===== config.mk =====
export PLATFORM = sky130hd
export DESIGN_NAME = rf_wb_arbiter
export DESIGN_NICKNAME = d
export VERILOG_FILES = /design/src/rtl/rf_wb_arbiter_pkg.sv /design/src/rtl/rf_scoreboard.sv /design/src/rtl/rf_wb_arbiter.sv
export SDC_FILE = /design/constraint.sdc
export NUM_CORES = 1
export LEC_CHECK = 0
export ABC_AREA = 0
export CORE_ASPECT_RATIO = 0.6
export CORE_MARGIN = 2
export CORE_UTILIZATION = 38
export DETAILED_ROUTE_END_ITERATION = 8
export HOLD_SLACK_MARGIN = 0.06
export PLACE_DENSITY = 0.78
export SYNTH_ARGS = -nofsm -noshare
export SYNTH_HDL_FRONTEND = slang
export SYNTH_HIERARCHICAL = 1
export SYNTH_SLANG_ARGS = --single-unit

===== constraint.sdc =====
create_clock -name clk -period 2.2 [get_ports clk]
set_input_delay 0.44 -clock clk [delete_from_list [all_inputs] [get_ports clk]]
set_output_delay 0.44 -clock clk [all_outputs]
set_load 0.02 [all_outputs]

===== src/rtl/rf_wb_arbiter_pkg.sv =====
// Shared constants and requester encoding for the register-file writeback arbiter.
package rf_wb_arbiter_pkg;

    localparam int REG_ADDR_W = 5;
    localparam int XLEN       = 32;
    localparam int NUM_REGS   = 32;

    // Requester index; also the encoding of the round-robin priority pointer.
    typedef enum logic {
        REQ_IDX_0 = 1'b0,   // ALU writeback
        REQ_IDX_1 = 1'b1    // load writeback
    } req_idx_t;

endpackage


===== src/rtl/rf_scoreboard.sv =====
// Outstanding-writeback scoreboard: one busy bit per architectural register.
// A set and a clear to the same register in one cycle leaves it busy.
module rf_scoreboard
    import rf_wb_arbiter_pkg::*;
(
    input  logic                  clk,
    input  logic                  rst_n,
    input  logic                  set_en,
    input  logic [REG_ADDR_W-1:0] set_rd,
    input  logic                  clr_en,
    input  logic [REG_ADDR_W-1:0] clr_rd,
    output logic [NUM_REGS-1:0]   busy
);

    logic [NUM_REGS-1:0] set_vec;
    logic [NUM_REGS-1:0] clr_vec;
    logic [NUM_REGS-1:0] busy_nxt;

    // Decode set/clear requests; clear first so a simultaneous set wins. x0 is never busy.
    always_comb begin
        set_vec = '0;
        clr_vec = '0;
        if (set_en) set_vec[set_rd] = 1'b1;
        if (clr_en) clr_vec[clr_rd] = 1'b1;
        busy_nxt    = (busy & ~clr_vec) | set_vec;
        busy_nxt[0] = 1'b0;
    end

    // Busy vector register.
    always_ff @(posedge clk or negedge rst_n) begin
        if (!rst_n) busy <= '0;
        else        busy <= busy_nxt;
    end

endmodule


===== src/rtl/rf_wb_arbiter.sv =====
// Two-requester writeback arbiter in front of the register bank write port,
// with an issue/writeback scoreboard. RR_EN=1 selects round-robin, 0 fixed priority.
module rf_wb_arbiter
    import rf_wb_arbiter_pkg::*;
#(
    parameter int RR_EN = 1
) (
    input  logic                  clk,
    input  logic                  rst_n,
    input  logic                  req0_valid,
    input  logic [REG_ADDR_W-1:0] req0_rd,
    input  logic [XLEN-1:0]       req0_data,
    output logic                  req0_ready,
    input  logic                  req1_valid,
    input  logic [REG_ADDR_W-1:0] req1_rd,
    input  logic [XLEN-1:0]       req1_data,
    output logic                  req1_ready,
    input  logic                  issue_valid,
    input  logic [REG_ADDR_W-1:0] issue_rd,
    output logic                  we,
    output logic [REG_ADDR_W-1:0] a3,
    output logic [XLEN-1:0]       wd3,
    output logic [NUM_REGS-1:0]   busy
);

    req_idx_t              prio;
    logic                  gnt0;
    logic                  gnt1;
    logic                  xfer;
    logic                  wr;
    logic                  issue_set;
    logic [REG_ADDR_W-1:0] sel_rd;
    logic [XLEN-1:0]       sel_data;

    // Grant: a lone valid requester wins; contention goes to the pointer (RR) or req0 (fixed).
    always_comb begin
        gnt0 = 1'b0;
        gnt1 = 1'b0;
        if (req0_valid && req1_valid) begin
            if ((RR_EN != 0) && (prio == REQ_IDX_1)) gnt1 = 1'b1;
            else                                     gnt0 = 1'b1;
        end else begin
            gnt0 = req0_valid;
            gnt1 = req1_valid;
        end
    end

    assign req0_ready = gnt0;
    assign req1_ready = gnt1;
    assign xfer       = gnt0 | gnt1;
    assign sel_rd     = gnt1 ? req1_rd   : req0_rd;
    assign sel_data   = gnt1 ? req1_data : req0_data;
    assign wr         = xfer && (sel_rd != '0);
    assign issue_set  = issue_valid && (issue_rd != '0);

    // Priority pointer: after a transfer, the other requester gets precedence.
    always_ff @(posedge clk or negedge rst_n) begin
        if (!rst_n)    prio <= REQ_IDX_0;
        else if (xfer) prio <= gnt0 ? REQ_IDX_1 : REQ_IDX_0;
    end

    // Register-bank write port, one cycle behind the accepted transfer; x0 writes are dropped.
    always_ff @(posedge clk or negedge rst_n) begin
        if (!rst_n) begin
            we  <= 1'b0;
            a3  <= '0;
            wd3 <= '0;
        end else begin
            we <= wr;
            if (wr) begin
                a3  <= sel_rd;
                wd3 <= sel_data;
            end
        end
    end

    rf_scoreboard u_scoreboard (
        .clk    (clk),
        .rst_n  (rst_n),
        .set_en (issue_set),
        .set_rd (issue_rd),
        .clr_en (wr),
        .clr_rd (sel_rd),
        .busy   (busy)
    );

endmodule


==> reports/metrics.yaml <==
global_routing:
  grt_max_degree: 71
  grt_pass1_vias: 2923
  grt_pass1_wl_um: 15000
  grt_usage_pct: 19.6
  grt_antenna_before_repair: 0
  gr-total-overflow: 0
clock_network:
  ctsHoldBuffers: 0
  clk_latency_ps: 330
  post-cts-setup-buffers: 0
  cts.sinks: 70
  cts_root_buffer: "clkbuf_16"
  cts.clk_slew.worst_paths_ps: 60
  numCtsBuffers: 9
  ctsLongestPathBuffers: 2
  cts_tree: "built"
  htree_levels: 3
finish:
  drive_gt1_share_pct: 27.9
  final_util_pct: 63.8
  antenna_cells: 0
  fillers: 681
  seqCellArea_um2: 1750
  multi_input_area_um2: 1560
  areaGrowthSynthToFinish_pct: 61.4
  nets: 520
worst_setup_path:
  critPathMaxStageDelay_ps: 470
  worst-path-buf-inv: 1
  path_max_fanout: 10
  endpoint_kind: "flip-flop"
  cp_slowest_cell: "clkdlybuf4s50_1"
  worst-r2r-cell-count: 6
  cp.arrival_ps: 2320
  worstPathCellList: "clkdlybuf4s50_1 > nand2b_1 > nand2_4 > mux2_2 > or3b_4 > o21ai_1 > o21ai_1"
  cp.required_ps: 2400
  path_common_cell: "o21ai_1"
  critical_path.top_delay_family: "simple AND/OR/NAND/NOR gates"
  cp-start-kind: "input pin"
  path_class: "in2reg"
  critical_path_depth: 7
yosys:
  yosys_register_bits: 70
  ys_types: 28
  synthAdderAreaFrac_pct: 0
  synth_xor_xnor_area_share_pct: 0
  syn-num-nets: 340
  synth_top_family_by_area: "multiplexers"
  ys_seq_area_share_pct: 51.6
  synth_cells: 256
  ys_top_cells_by_area: "dfrtp_1, mux2_2, mux2_4, o21ai_1, o21ai_0"
  synth_compound_area_share_pct: 11.2
  synthMuxAreaShare_pct: 27.4
  synthSimpleGateAreaFrac_pct: 6.78
  synth_top_area_share_pct: 51.6
  synth_warnings: 6
  synth_top_cell_by_area: "dfrtp_1"
  synth.avg_cell_area_um2: 13.3
  synth_area_um2: 3400
timing:
  skew_ps: 5.02
  hold_violations: 0
  grt_setup_unrepaired: "false"
  period_minus_slack_ps: 2120
  fmax_mhz: 471
  final_max_slew_viol_count: 0
  worst_slack_ps: 78.8
  fin_crit_sh_pct: 96.4
  setup_viol: 0
  tightest_slew_ps: 885
  relSlewSlack_pct: 41.0
pwr:
  power.density_nw_per_um2: 933
  ir_worst_vdd_v: 0.000553
  finalPower_mw: 5.11
  leakage_nw: 2.28
route:
  final_antenna_net_count: 0
  drcViolationCount: 0
  dr.pass1.iters: 5
  avgRoutedWirePerCell_um: 17.2
  via_count: 2813
  wirelength_um: 9540
  drt_iter0_drc: 178
  via_per_inst: 5.09
placement:
  port_buffers: 154
  dp_slack_ps: -265
  hpwl_um: 7000
  gp_congestion: 0.795
floorplan:
  dieArea_um2: 9730
  io_pins: 156
  fp.coreArea_um2: 8590
  fp-row-count: 26
  die_y_um: 77.2
  die_x_um: 126
  initial_utilization_pct: 39.5
worst_hold_path:
  hp-class: "in2async"
flow_run:
  maxCapViolCount: 0
outcome:
  status: "complete, no violations"
## stage by stage
step	cell area [um^2]	std cells	setup TNS, ps	hold slack, ps
2_1_floorplan	3400	256	0	144
3_3_place_gp	5180	537	-10600	485
3_5_place_dp	5180	537	-11520	491
4_1_cts	5480	553	0	267
5_1_grt	5480	553	0	312
6_report	5480	553	0	224
## layer usage
metal	vias to the layer above	global-route usage [%]	share of wire, %
met2	160	30.5	45
met3	16	8.03	11
met4	0	4.73	1.3
li1	1300	-	-
met5	-	0	0
met1	1337	25.6	43
## synth_stat cells, drive strengths merged
cell type	n
mux2	73
dfrtp	70
o21ai	65
nand3b	10
buf	7
or3b	6
nand3	4
inv	3
nand2	3
nor2	3
or4	3
or3	2
a21boi	1
a221o	1
a221oi	1
clkbuf	1
conb	1
nand2b	1
o21a	1
## state kept, by name (all words and copies together) (netlist names)
name	cells
u_scoreboard/busy	31
wd3	32
a3	5
we	1
prio	1
## cells in the final DEF, fill, tap and decap left out, types with 2 or more instances in the layout
master	synthesis	routed
buf_4	1	23
clkbuf_16	0	9
clkdlybuf4s50_1	0	151
clkinv_2	0	3
dfrtp_1	70	70
dlygate4sd2_1	0	2
inv_1	3	3
mux2_2	44	44
mux2_4	29	29
nand2_1	2	2
nand3_1	4	4
nand3b_1	10	10
nor2_1	2	2
o21ai_0	28	28
o21ai_1	35	35
o21ai_4	2	2
or3_1	2	2
or3b_1	2	2
or3b_4	4	4
or4_1	2	2
## repair_timing
item                                    in CTS  in global routing
resized for setup                            2                  1
endpoints found under the setup margin       2                  7
hold endpoints to repair                     0                  0
## final cells by class
type                       instances  share of cell area, %
sequential                        70                   32.0
timing repair buffer             177                   31.4
multi-input combinational        175                   28.4
clock buffer                      10                   4.36
tap                              112                   2.56
clock inverter                     6                   1.12
inverter                           3                  0.205
## power by group
group	leakage [nW]	switching, mW	total, mW	internal (mW)
Sequential	0.836	0.191	1.79	1.60
Clock	0.148	0.533	1.44	0.903
Combinational	1.30	0.870	1.89	1.02
Total	2.28	1.59	5.11	3.52
## worst paths after layout
kind                            slack [ps]  startpoint                     to
worst max-delay path                    80  req0_valid   u_scoreboard/busy[5]
worst min-delay path                   220       rst_n  u_scoreboard/busy[31]
worst max register to register         180        prio   u_scoreboard/busy[5]
worst min register to register         500     wd3[27]                wd3[27]
max in group asynchronous             1380       rst_n                wd3[19]
min in group clk                       500     wd3[27]                wd3[27]
## cell families (layout without fill, tap and decap cells)
logic type | count (synthesis) | count (layout)
muxes | 73 | 73
DFF | 70 | 70
AOI/OAI and AO/OA | 69 | 69
and+or+nand+nor | 32 | 32
buffers and inverters | 11 | 196
other | 1 | 1
Power figures use the tool's default switching activity.
